`config.mk`:
```
export PLATFORM = sky130hd
export DESIGN_NAME = tick_timer
export DESIGN_NICKNAME = d
export VERILOG_FILES = /design/src/rtl/tick_timer.sv
export SDC_FILE = /design/constraint.sdc
export NUM_CORES = 1
export LEC_CHECK = 0
export CORE_MARGIN = 5
export CORE_UTILIZATION = 56
export DETAILED_ROUTE_END_ITERATION = 6
export PLACE_DENSITY = 0.93
export SETUP_SLACK_MARGIN = 0.2
export SYNTH_ARGS = -nofsm -noshare
export SYNTH_HDL_FRONTEND = slang
export SYNTH_SLANG_ARGS = --single-unit
```
`constraint.sdc`:
```
create_clock -name clk -period 4.41 [get_ports clk]
set_input_delay 0.441 -clock clk [delete_from_list [all_inputs] [get_ports clk]]
set_output_delay 0.441 -clock clk [all_outputs]
set_load 0.01 [all_outputs]
```
`src/rtl/tick_timer.sv`:
```
// Programmable down-counting interval timer driven by a prescaler tick pulse.
// Supports one-shot or auto-reload expiry, pause/resume and an interrupt with acknowledge.
module tick_timer #(
  parameter int WIDTH = 16
) (
  input  logic             clk,
  input  logic             rst,
  input  logic             tick,
  input  logic             load,
  input  logic [WIDTH-1:0] load_val,
  input  logic             start,
  input  logic             stop,
  input  logic             periodic,
  input  logic             irq_ack,
  output logic [WIDTH-1:0] count,
  output logic             running,
  output logic             held,
  output logic             expire,
  output logic             irq,
  output logic             missed
);

  typedef enum logic [1:0] {
    IDLE = 2'd0,
    RUN  = 2'd1,
    HOLD = 2'd2
  } state_t;

  localparam logic [WIDTH-1:0] ONE_C  = {{(WIDTH-1){1'b0}}, 1'b1};
  localparam logic [WIDTH-1:0] ZERO_C = {WIDTH{1'b0}};

  state_t           state_r;
  state_t           state_nxt_s;
  logic [WIDTH-1:0] count_r;
  logic [WIDTH-1:0] count_nxt_s;
  logic [WIDTH-1:0] reload_r;
  logic [WIDTH-1:0] reload_nxt_s;
  logic             mode_r;
  logic             mode_nxt_s;
  logic             expire_set_s;
  logic             running_r;
  logic             held_r;
  logic             expire_r;
  logic             irq_r;
  logic             missed_r;

  // Next-state, counter and expiry decode.
  always_comb begin
    state_nxt_s  = state_r;
    count_nxt_s  = count_r;
    mode_nxt_s   = mode_r;
    expire_set_s = 1'b0;
    if (load) begin
      reload_nxt_s = load_val;
    end else begin
      reload_nxt_s = reload_r;
    end

    case (state_r)
      IDLE: begin
        if (start) begin
          count_nxt_s = load ? load_val : reload_r;
          mode_nxt_s  = periodic;
          state_nxt_s = RUN;
        end else if (load) begin
          count_nxt_s = load_val;
        end else begin
          count_nxt_s = count_r;
        end
      end
      RUN: begin
        // A stop discards any coincident tick.
        if (stop) begin
          state_nxt_s = HOLD;
        end else if (tick) begin
          if (count_r == ONE_C) begin
            expire_set_s = 1'b1;
            if (mode_r) begin
              count_nxt_s = reload_r;
            end else begin
              count_nxt_s = ZERO_C;
              state_nxt_s = IDLE;
            end
          end else begin
            count_nxt_s = count_r - ONE_C;
          end
        end else begin
          count_nxt_s = count_r;
        end
      end
      HOLD: begin
        if (stop) begin
          state_nxt_s = IDLE;
        end else if (start) begin
          state_nxt_s = RUN;
        end else begin
          state_nxt_s = HOLD;
        end
      end
      default: begin
        state_nxt_s = IDLE;
      end
    endcase
  end

  // State and output registers; status flags are registered from the next state.
  always_ff @(posedge clk) begin
    if (rst) begin
      state_r   <= IDLE;
      count_r   <= ZERO_C;
      reload_r  <= ZERO_C;
      mode_r    <= 1'b0;
      running_r <= 1'b0;
      held_r    <= 1'b0;
      expire_r  <= 1'b0;
      irq_r     <= 1'b0;
      missed_r  <= 1'b0;
    end else begin
      state_r   <= state_nxt_s;
      count_r   <= count_nxt_s;
      reload_r  <= reload_nxt_s;
      mode_r    <= mode_nxt_s;
      running_r <= (state_nxt_s == RUN);
      held_r    <= (state_nxt_s == HOLD);
      expire_r  <= expire_set_s;
      irq_r     <= expire_set_s | (irq_r & ~irq_ack);
      missed_r  <= (expire_set_s & irq_r & ~irq_ack) | (missed_r & ~irq_ack);
    end
  end

  assign count   = count_r;
  assign running = running_r;
  assign held    = held_r;
  assign expire  = expire_r;
  assign irq     = irq_r;
  assign missed  = missed_r;

endmodule
```
==> results.md <==
- Run status: complete, no violations
- Compound-Gate Fraction of Synth Area: 0.1938
- Std-Cell Rows: 23
- Root Driver: clkbuf_8
- Worst Hold Path Cells: 2
- Mux contribution to synthesized area: 0.1010
- Asr flop ratio synth: 0
- Pwr dens: 348.4 nW/um2
- Hold Startpoint: reload_r[6]$_SDFF_PP0_
- Post-Syn Area: approximately 2300 um2
- M2 GR Usage: 0.3898
- Largest net degree at the start of global routing: 33
- Worst setup EP type: register
- Period minus WS final: 2.843 ns
- GPL Wtd Cong: 0.8782
- Worst Path Max Fanout: 18
- Worst EP required: 4.66 ns
- CTS tree: built
- Wire per inst: 18.32 um
- Max Freq: 0.3517 GHz
- Hold Crit Endpoint: reload_r[6]$_SDFF_PP0_
- Crit. Startpoint: count[0]$_SDFFE_PP0P_
- CP arrival: 3.10 ns
- Simple logic cell fraction of the synthesized area: 0.2598
- Die ar.: 5473 um2
- First-pass GRT wire length: 10700 um
- Worst IR drop on VDD: 287.0 uV
- Syn Inst Count: approximately 280
- XOR/XNOR Fraction of Synth Area: 0.03439
- Worst skew pair latency: 0.31 ns
- Initial antenna violation count: 0
- Port bufs: between 40 and 50
- Slew headroom: 0.3292
- Yosys warning count: 0
- DRC: 0
- Final setup TNS: 0 ns
- Worst min-delay path category: register to register
- Largest family of logic cells by synthesized area: simple AND/OR/NAND/NOR gates
- Fin nets: 333
- Area Growth Syn to Fin: 21.89%
- Fin crit share: 0.6447
- Final Slew Violations: 0
- RR Endpoint: count[9]$_SDFFE_PP0P_
- GRT Residual Overflow: 0
- Mean post-synth cell area: just over 8 um2
- Vias per cell: 6.587
- 1st-iter DRT viols: 376
- Chip height: 73.98 um
- Vias in the first global route: between 2k and 2.5k
- Tightest Pin Transition: 1.004 ns
- Initial DRT Pass Iterations: 6
- Total power: ~0.00097 W
- Number of setup buffers added after CTS: 0
- Core box area: between 3000 and 4000 um2
- CTS Buffer Depth: 2
- Ports: 45
- Yosys cell types: 53
- Sinks on Clock Net: 40
- Initial Util: 0.5772
- Met3 Use GR: 0.06351
- GR Layer Usage met1: 0.3406
- Hold buffers post-CTS: 0
- Register area share after synthesis: 0.3493
- Fraction of layout cells with a size suffix above 1: 0.05844
- Cell leakage power: 1.050 nW
- CP Class: register to register
- Hold Violations, Final: 0
- Clock-pin slew on the worst setup and hold paths: 0.08 ns
- Final setup fails: 0
- Synth Area in Adders: 0.01092
- Die Width: 73.98 um
- Post-Route WL: 6558 um
- GR peak layer: met2
- Post-synth EDFFs: 0
- Syn_nets: 302
- Ys flop type: dfxtp_1
- Post-DRT Antenna Nets: 0
- RSZ-0062 raised after global routing: no
- Worst Setup Start Kind: register
- # fillers: 302
- CTS Buf Count: 5
- Gr usage total: 0.2520
- CTS resizes: 0
- FF-to-FF path depth: 6
- R2R setup slack: 1.57 ns
- Vias: 2358
- Diodes inserted: 0
- R2R Path Start: count[0]$_SDFFE_PP0P_
- Hpwl dp: roughly 4600 um
- Max-capacitance violation count: 0
- Fin Clk Skew: about 0.0096 ns
- Post-synthesis register bit count: 40
- H-tree depth: 2
-- placed cells by master, fill, tap and decap left out, types with 3 or more instances in the layout --
| master | instances |
|---|---|
| nor3_1 | 10 |
| nand4b_1 | 3 |
| a211oi_1 | 5 |
| nand2b_1 | 4 |
| a21oi_1 | 13 |
| a31oi_1 | 12 |
| a32o_1 | 6 |
| nor4b_1 | 3 |
| or3_1 | 4 |
| o21ai_0 | 14 |
| clkdlybuf4s50_1 | 44 |
| nor2_1 | 30 |
| nand3_1 | 6 |
| o211ai_1 | 3 |
| xnor2_1 | 7 |
| dfxtp_1 | 40 |
| mux2i_1 | 22 |
| clkbuf_8 | 5 |
| nand2_1 | 27 |
| nand4_1 | 4 |
| inv_1 | 3 |
-- critical path, stage by stage (launching register included) --
cell,delay (ns)
dfxtp_1,0.48
ha_1,0.19
nor4b_1,0.56
and4_1,0.81
nor3_1,0.14
a2111oi_2,0.38
o221a_1,0.24
-- area by class of cell --
cell class              instances  area (um2)  area share
well taps                      50       62.56     0.02239
clock inverters                 2       16.27    0.005822
inverters                       3       11.26    0.004030
clock buffers                   6       72.57     0.02597
repair buffers                 46       455.4      0.1630
multi-input cells             211        1375      0.4922
flip-flops and latches         40       800.8      0.2866
-- layer usage --
layer / vias to the layer above / wire length (um)
met5: - / 0
met4: 0 / 192
met3: 31 / 702
met2: 161 / 3030
met1: 1095 / 2631
li1: 1071 / -
-- worst max-delay path by stage --
stage	end	slack (ns)	cells past startpoint
final	count[9]$_SDFFE_PP0P_	1.57	6
after CTS	count[7]$_SDFFE_PP0P_	1.61	5
after floorplan	count[3]$_SDFFE_PP0P_	2.38	7
after detailed placement	count[7]$_SDFFE_PP0P_	1.28	5
after global placement	count[7]$_SDFFE_PP0P_	1.41	5
after global routing	count[7]$_SDFFE_PP0P_	1.42	5
-- cell usage after synthesis (2+ instances only) --
cell type / n / area [um2]
dfxtp_1: 40 / 800.8
nor2_1: 30 / 112.6
nand2_1: 27 / 101.4
mux2i_1: 22 / 220.2
o21ai_0: 14 / 70.07
a21oi_1: 13 / 65.06
a31oi_1: 12 / 75.07
clkbuf_1: 12 / 45.04
nor3_1: 10 / 50.05
xnor2_1: 7 / 61.31
a32o_1: 6 / 60.06
buf_2: 6 / 30.03
nand3_1: 6 / 30.03
a211oi_1: 5 / 37.54
nand2b_1: 4 / 25.02
nand4_1: 4 / 25.02
or3_1: 4 / 25.02
inv_1: 3 / 11.26
nand4b_1: 3 / 26.28
nor4b_1: 3 / 26.28
o211ai_1: 3 / 22.52
and2_1: 2 / 12.51
and3_1: 2 / 12.51
buf_4: 2 / 15.01
ha_1: 2 / 25.02
nor2b_1: 2 / 12.51
nor3b_1: 2 / 15.01
nor4_1: 2 / 12.51
o31a_1: 2 / 17.52
o31ai_1: 2 / 15.01
xor2_1: 2 / 17.52
-- flip-flops by register name, indices dropped and copies added, names as in the netlist --
name	flops
irq	1
expire	1
count	16
running	1
reload_r	16
state_r	2
missed	1
held	1
mode_r	1
-- power by group --
part	internal [W]	switching [W]	total, W	leakage (nW)
Combinational	0.000139	0.000150	0.000289	0.679
Clock	0.000112	0.000136	0.000249	0.0414
Sequential	0.000390	0.0000455	0.000436	0.330
Total	0.000642	0.000332	0.000973	1.05
-- through the flow --
step	cell area (um2)	hold slack [ns]	instances	setup slack [ns]	utilization
floorplan	2292	0.4535	276	2.377	-
global placement	2705	0.4728	350	1.405	0.6812
detailed placement	2705	0.4890	350	1.283	0.6812
CTS	2794	0.5074	358	1.609	0.7035
global route	2794	0.5384	358	1.418	0.7035
finish	2794	0.5087	358	1.567	0.7035
-- cell families (layout without fill, tap and decap cells) --
logic type / Yosys count / in the layout
AND/OR/NAND/NOR: 112 / 112
AO/OA/AOI/OAI: 65 / 65
flip-flops: 40 / 40
buffers and inverters: 25 / 57
multiplexers: 23 / 23
XOR/XNOR: 9 / 9
adder cells (fa/ha/maj): 2 / 2
Note: power is estimated with default switching activity, not from simulation.
==> variant 1 (same settings) <==
Register the inputs `periodic` and `irq_ack` before use, with the module's reset. The logic sees them one clock later. The other inputs are not delayed to match.
--- a/src/rtl/tick_timer.sv
+++ b/src/rtl/tick_timer.sv
@@ -28,6 +28,19 @@
 
   localparam logic [WIDTH-1:0] ONE_C  = {{(WIDTH-1){1'b0}}, 1'b1};
   localparam logic [WIDTH-1:0] ZERO_C = {WIDTH{1'b0}};
+
+  logic periodic_q;
+  logic irq_ack_q;
+
+  always_ff @(posedge clk) begin
+    if (rst) begin
+      periodic_q <= '0;
+      irq_ack_q  <= '0;
+    end else begin
+      periodic_q <= periodic;
+      irq_ack_q  <= irq_ack;
+    end
+  end
 
   state_t           state_r;
   state_t           state_nxt_s;
@@ -60,7 +73,7 @@
       IDLE: begin
         if (start) begin
           count_nxt_s = load ? load_val : reload_r;
-          mode_nxt_s  = periodic;
+          mode_nxt_s  = periodic_q;
           state_nxt_s = RUN;
         end else if (load) begin
           count_nxt_s = load_val;
@@ -123,8 +136,8 @@
       running_r <= (state_nxt_s == RUN);
       held_r    <= (state_nxt_s == HOLD);
       expire_r  <= expire_set_s;
-      irq_r     <= expire_set_s | (irq_r & ~irq_ack);
-      missed_r  <= (expire_set_s & irq_r & ~irq_ack) | (missed_r & ~irq_ack);
+      irq_r     <= expire_set_s | (irq_r & ~irq_ack_q);
+      missed_r  <= (expire_set_s & irq_r & ~irq_ack_q) | (missed_r & ~irq_ack_q);
     end
   end
 
Check against the original RTL: not equivalent (Yosys sat finds a counterexample within 4 cycles, from zero or initial values and one cycle with rst high).
==> variant 1 against the unedited design <==
  * Final area increased by 3.8%
  * Die area grew 2.6%
  * Setup slack improved by 0.27 ns
  * Area after synthesis up 3.0%
  * Power is 8.3% higher
  * Non-clock buffer count unchanged
  * Register-to-register slack improved by 0.52 ns
  * Highest routed layer unchanged
  * Wire length fell by 3.4%
  * Sequential cell count grew 2
==> variant 1: results (changes against the unedited design) <==
outcome=complete, no violations (unchanged); cell types with the highest counts after synthesis=42 x sky130_fd_sc_hd__dfxtp_1, 30 x sky130_fd_sc_hd__nor2_1, 25 x sky130_fd_sc_hd__mux2i_1 (was 40 x sky130_fd_sc_hd__dfxtp_1, 30 x sky130_fd_sc_hd__nor2_1, 27 x sky130_fd_sc_hd__nand2_1); kind of cell with the highest combined delay on the critical path=simple AND/OR/NAND/NOR gates (unchanged); leakage power total=0.001107 µW (was 0.001050 µW); Finished Layout Cells=358 (unchanged); register area share after synthesis=35.61% (was 34.93%); Fin Clk Skew=0.007521 ns (was 0.009628 ns); placer's final routability congestion estimate=0.9445 (was 0.8782); CTS HTree Levels=2 (unchanged); share of cells above drive strength 1=9.416% (was 5.844%); post-DP HPWL=4.470 mm (was 4.579 mm); post-synth cell types=54 (was 53); root buffer cell=sky130_fd_sc_hd__clkbuf_8 (unchanged); Antenna Diode Count=0 (unchanged); overall fraction of global-route tracks in use=24.35% (was 25.20%); Yosys warnings=0 (unchanged); measured slew at the worst slew-check pin=1.129 ns (was 1.004 ns); average via count per standard cell=6.483 (was 6.587); cell types occupying the most area after synthesis=sky130_fd_sc_hd__dfxtp_1 36%, sky130_fd_sc_hd__mux2i_1 11%, sky130_fd_sc_hd__a21oi_1 5.1% (was sky130_fd_sc_hd__dfxtp_1 35%, sky130_fd_sc_hd__mux2i_1 9.6%, sky130_fd_sc_hd__nor2_1 4.9%); DP Cell Count=350 (unchanged); total wire length after detailed routing=6.337 mm (was 6.558 mm); portion of synthesized cell area occupied by the leading cell type=35.61% (was 34.93%); nets in the synthesized netlist=299 (was 302); via count of the first global-routing pass=2150 (was 2168); number of resized instances in the post-cts repair step=0 (unchanged); wire length of the first global-routing pass=10.42 mm (was 10.70 mm); reg-to-reg slack, setup=2.09 ns (was 1.57 ns); initial antenna violation count=0 (unchanged); maximum number of pins on one net before global-route repair=39 (was 33); number of search-and-repair iterations in the first detailed-routing pass=5 (was 6); slowest stage cell, crit path=sky130_fd_sc_hd__nand2b_1 (was sky130_fd_sc_hd__and4_1); maximum cell stage delay along the critical path=0.79 ns (was 0.81 ns); Worst Path Arrival=2.76 ns (was 3.10 ns); Port Buffers=44 (unchanged); post-route fraction of the period consumed by the critical path=58.40% (was 64.47%); Max VDD drop=0.0002401 V (was 0.0002870 V); maximum buffer depth of the clock tree=2 (unchanged); number of setup buffers added after CTS=0 (unchanged); Reg clk slew, reported paths=0.08 ns (about the same); worst slack at placement=1.645 ns (was 1.283 ns); violation count after the first detailed-routing iteration=324 (was 376); Tightest Hold Check Type=reg -> reg (unchanged); count of mapped cells out of synthesis=273 (was 276); async set or reset register ratio after synthesis=0% (unchanged); DP Area=2786 µm² (was 2705 µm²); number of nets in the layout=333 (unchanged)
-- variant 1: layout make-up --
cell class / count / area (µm²)
Tap cell: 50 / 62.56
Inverter: 5 / 18.77
Clock buffer: 5 / 68.82
Sequential cell: 42 / 840.8
Clock inverter: 3 / 43.79
Multi-Input combinational cell: 207 / 1409
Timing Repair Buffer: 46 / 455.4
Fill cell: 302 / 1159
-- variant 1: metrics by stage --
stage | hold slack, ns | total power (µW) | utilization, %
floorplan | 0.4018 | 644.3 | -
global placement | 0.4099 | 735.5 | 68.67
detailed placement | 0.4322 | 745.0 | 68.67
CTS | 0.4365 | 1053 | 71.45
global route | 0.4591 | 1108 | 71.45
finish | 0.4362 | 1055 | 71.45
-- variant 1: logic make-up after synthesis --
logic type	after synthesis	synth area share [%]
simple gates	96	22.10
mux	32	13.94
compound gates	71	20.35
fa+ha+maj	2	1.060
xor+xnor	6	2.226
buf+inv	24	4.716
flops	42	35.61
-- variant 1: layer usage --
metal | wire length [µm] | GRT usage [%] | share of wire (%)
met5 | 0 | 0 | 0
met4 | 165 | 8.893 | 2.6
met3 | 649 | 6.275 | 10
met2 | 2952 | 38.49 | 47
met1 | 2570 | 32.07 | 41
-- variant 1: report_power, final --
group | switching [µW] | internal, µW | total [µW]
Combinational | 151 | 139 | 290
Clock | 140 | 170 | 309
Sequential | 47.5 | 408 | 455
-- variant 1: final timing paths --
check	from	to	depth (start not counted)
min	irq_ack_q$_SDFF_PP0_	missed$_SDFF_PP0_	1
max reg2reg	count[11]$_SDFFE_PP0P_	count[15]$_SDFFE_PP0P_	5
min reg2reg	irq_ack_q$_SDFF_PP0_	missed$_SDFF_PP0_	1
max	load	count[2]$_SDFFE_PP0P_	6
==> variant 2 (config.mk and constraints unchanged) <==
Made on the original files. Set the parameter `WIDTH` to 12 (it was 16).
--- a/src/rtl/tick_timer.sv
+++ b/src/rtl/tick_timer.sv
@@ -1,7 +1,7 @@
 // Programmable down-counting interval timer driven by a prescaler tick pulse.
 // Supports one-shot or auto-reload expiry, pause/resume and an interrupt with acknowledge.
 module tick_timer #(
-  parameter int WIDTH = 16
+  parameter int WIDTH = 12
 ) (
   input  logic             clk,
   input  logic             rst,
Ports: changed (resized count and load_val); port bits go from 45 to 37. No check against the original RTL was run, so the function may have changed too.
==> variant 2 against the unedited design <==
  * Final cell count decreased by 20%
  * Clock power decreased by 12%
  * First-iteration DRC count decreased by 49%
  * Power decreased by 19%
  * Highest routed layer unchanged
  * Setup slack improved by 0.090 ns
  * Wire length decreased by 29%
  * Via count decreased by 25%
  * Area after synthesis decreased by 19%
  * Clock skew increased by 0.0022 ns
  * Synthesized cell count decreased by 24%
  * Sequential cell count decreased by 8
  * Final area decreased by 18%
==> variant 2: results (changes against the unedited design) <==
outcome=complete, no violations (unchanged); initial antenna violation count=0 (unchanged); Port Buffers=36 (was 44); share of cells above drive strength 1=7.884% (was 5.844%); cell types with the highest counts after synthesis=32 x sky130_fd_sc_hd__dfxtp_1, 23 x sky130_fd_sc_hd__nor2_1, 15 x sky130_fd_sc_hd__mux2i_1 (was 40 x sky130_fd_sc_hd__dfxtp_1, 30 x sky130_fd_sc_hd__nor2_1, 27 x sky130_fd_sc_hd__nand2_1); slowest stage cell, crit path=sky130_fd_sc_hd__clkdlybuf4s50_1 (was sky130_fd_sc_hd__and4_1); number of search-and-repair iterations in the first detailed-routing pass=4 (was 6); cell types occupying the most area after synthesis=sky130_fd_sc_hd__dfxtp_1 35%, sky130_fd_sc_hd__mux2i_1 8.1%, sky130_fd_sc_hd__nor2_1 4.7% (was sky130_fd_sc_hd__dfxtp_1 35%, sky130_fd_sc_hd__mux2i_1 9.6%, sky130_fd_sc_hd__nor2_1 4.9%); average via count per standard cell=6.165 (was 6.587); root buffer cell=sky130_fd_sc_hd__clkbuf_4 (was sky130_fd_sc_hd__clkbuf_8); Reg clk slew, reported paths=0.10 ns (was 0.08 ns); total wire length after detailed routing=4.682 mm (was 6.558 mm); violation count after the first detailed-routing iteration=193 (was 376); leakage power total=0.0008447 µW (was 0.001050 µW); via count of the first global-routing pass=1617 (was 2168); kind of cell with the highest combined delay on the critical path=compound AO/OA/AOI/OAI gates (was simple AND/OR/NAND/NOR gates); maximum number of pins on one net before global-route repair=34 (was 33); maximum fanout along the worst path=21 (was 18); wire length of the first global-routing pass=7.790 mm (was 10.70 mm); post-synth cell types=50 (was 53); nets in the synthesized netlist=231 (was 302); worst slack at placement=1.336 ns (was 1.283 ns); Max VDD drop=0.0002049 V (was 0.0002870 V); post-DP HPWL=3.498 mm (was 4.579 mm); Finished Layout Cells=285 (was 358); proportion of total power due to net switching=31.09% (was 34.10%); number of nets in the layout=262 (was 333); Worst Path Arrival=3.01 ns (was 3.10 ns); register area share after synthesis=34.66% (was 34.93%); Yosys warnings=0 (unchanged); Fin Clk Skew=0.01179 ns (was 0.009628 ns); DP Cell Count=277 (was 350); measured slew at the worst slew-check pin=1.086 ns (was 1.004 ns); overall fraction of global-route tracks in use=22.82% (was 25.20%); maximum cell stage delay along the critical path=1.06 ns (was 0.81 ns); count of mapped cells out of synthesis=209 (was 276); placer's final routability congestion estimate=0.8810 (was 0.8782); source-to-sink clock delay at the later pin of the worst-skew pair=0.34 ns (was 0.31 ns); FILL cells=260 (was 302)
-- variant 2: changes by cell type after synthesis, sizes merged, moves of 4 or more --
cell	delta
a2111oi	+9
a31oi	-8
a32o	-5
buf	-6
dfxtp	-8
mux2i	-7
nand2	-22
nand4	-4
nor2	-8
o21ai	-8
xnor2	-6
-- variant 2: per-layer routing --
metal	GRT usage [%]	routed length, µm
met4	10.63	93
met2	33.01	2118
met1	31.46	2082
met5	0	0
met3	5.990	387
-- variant 2: worst register-to-register path: cells and delay by family, from the launching register on --
kind | cells | cell delay [ns]
and+or+nand+nor | 1 | 0.39
DFF | 1 | 0.54
AOI/OAI and AO/OA | 3 | 1.08
-- variant 2: metrics by stage --
stage / instance area, µm² / hold slack [ns] / utilization (%)
global route: 2283 / 0.5245 / 73.59
floorplan: 1848 / 0.4639 / -
detailed placement: 2207 / 0.4866 / 71.13
CTS: 2283 / 0.5048 / 73.59
global placement: 2207 / 0.4816 / 71.13
finish: 2283 / 0.5069 / 73.59
-- variant 2: worst paths after layout --
path                                                to  slack (ns)  cells after the start                   start
worst max-delay path             count[1]$_SDFFE_PP0P_        1.66                      5                    load
worst min-delay path            reload_r[4]$_SDFF_PP0_        0.51                      2  reload_r[4]$_SDFF_PP0_
worst max register to register  count[11]$_SDFFE_PP0P_        2.24                      4   state_r[0]$_SDFF_PP0_
worst min register to register  reload_r[4]$_SDFF_PP0_        0.51                      2  reload_r[4]$_SDFF_PP0_
-- variant 2: final cells by class --
| type | instances | area, µm² | area share [%] |
|---|---|---|---|
| clock inverter | 2 | 35.03 | 1.534 |
| clock buffer | 6 | 41.29 | 1.808 |
| tap | 44 | 55.05 | 2.411 |
| inverter | 5 | 18.77 | 0.8219 |
| multi-input combinational | 159 | 1125 | 49.26 |
| sequential | 32 | 640.6 | 28.05 |
| timing repair buffer | 37 | 367.9 | 16.11 |
-- variant 2: power by group through the flow --
stage          Combinational (µW)  Sequential, µW  Clock, µW
3_5_place_dp                  217             350          0
2_1_floorplan                 145             346          0
6_report                      218             345        220
5_1_grt                       241             349        237
3_3_place_gp                  213             349          0
4_1_cts                       218             344        225
-- variant 2: cell families after synthesis --
kind of cell,Yosys count,synth area share (%)
adder cells (fa/ha/maj),2,1.354
XOR/XNOR,2,0.9480
buffers and inverters,18,4.469
AND/OR/NAND/NOR,80,25.73
multiplexers,19,10.56
flip-flops,32,34.66
AO/OA/AOI/OAI,56,22.27
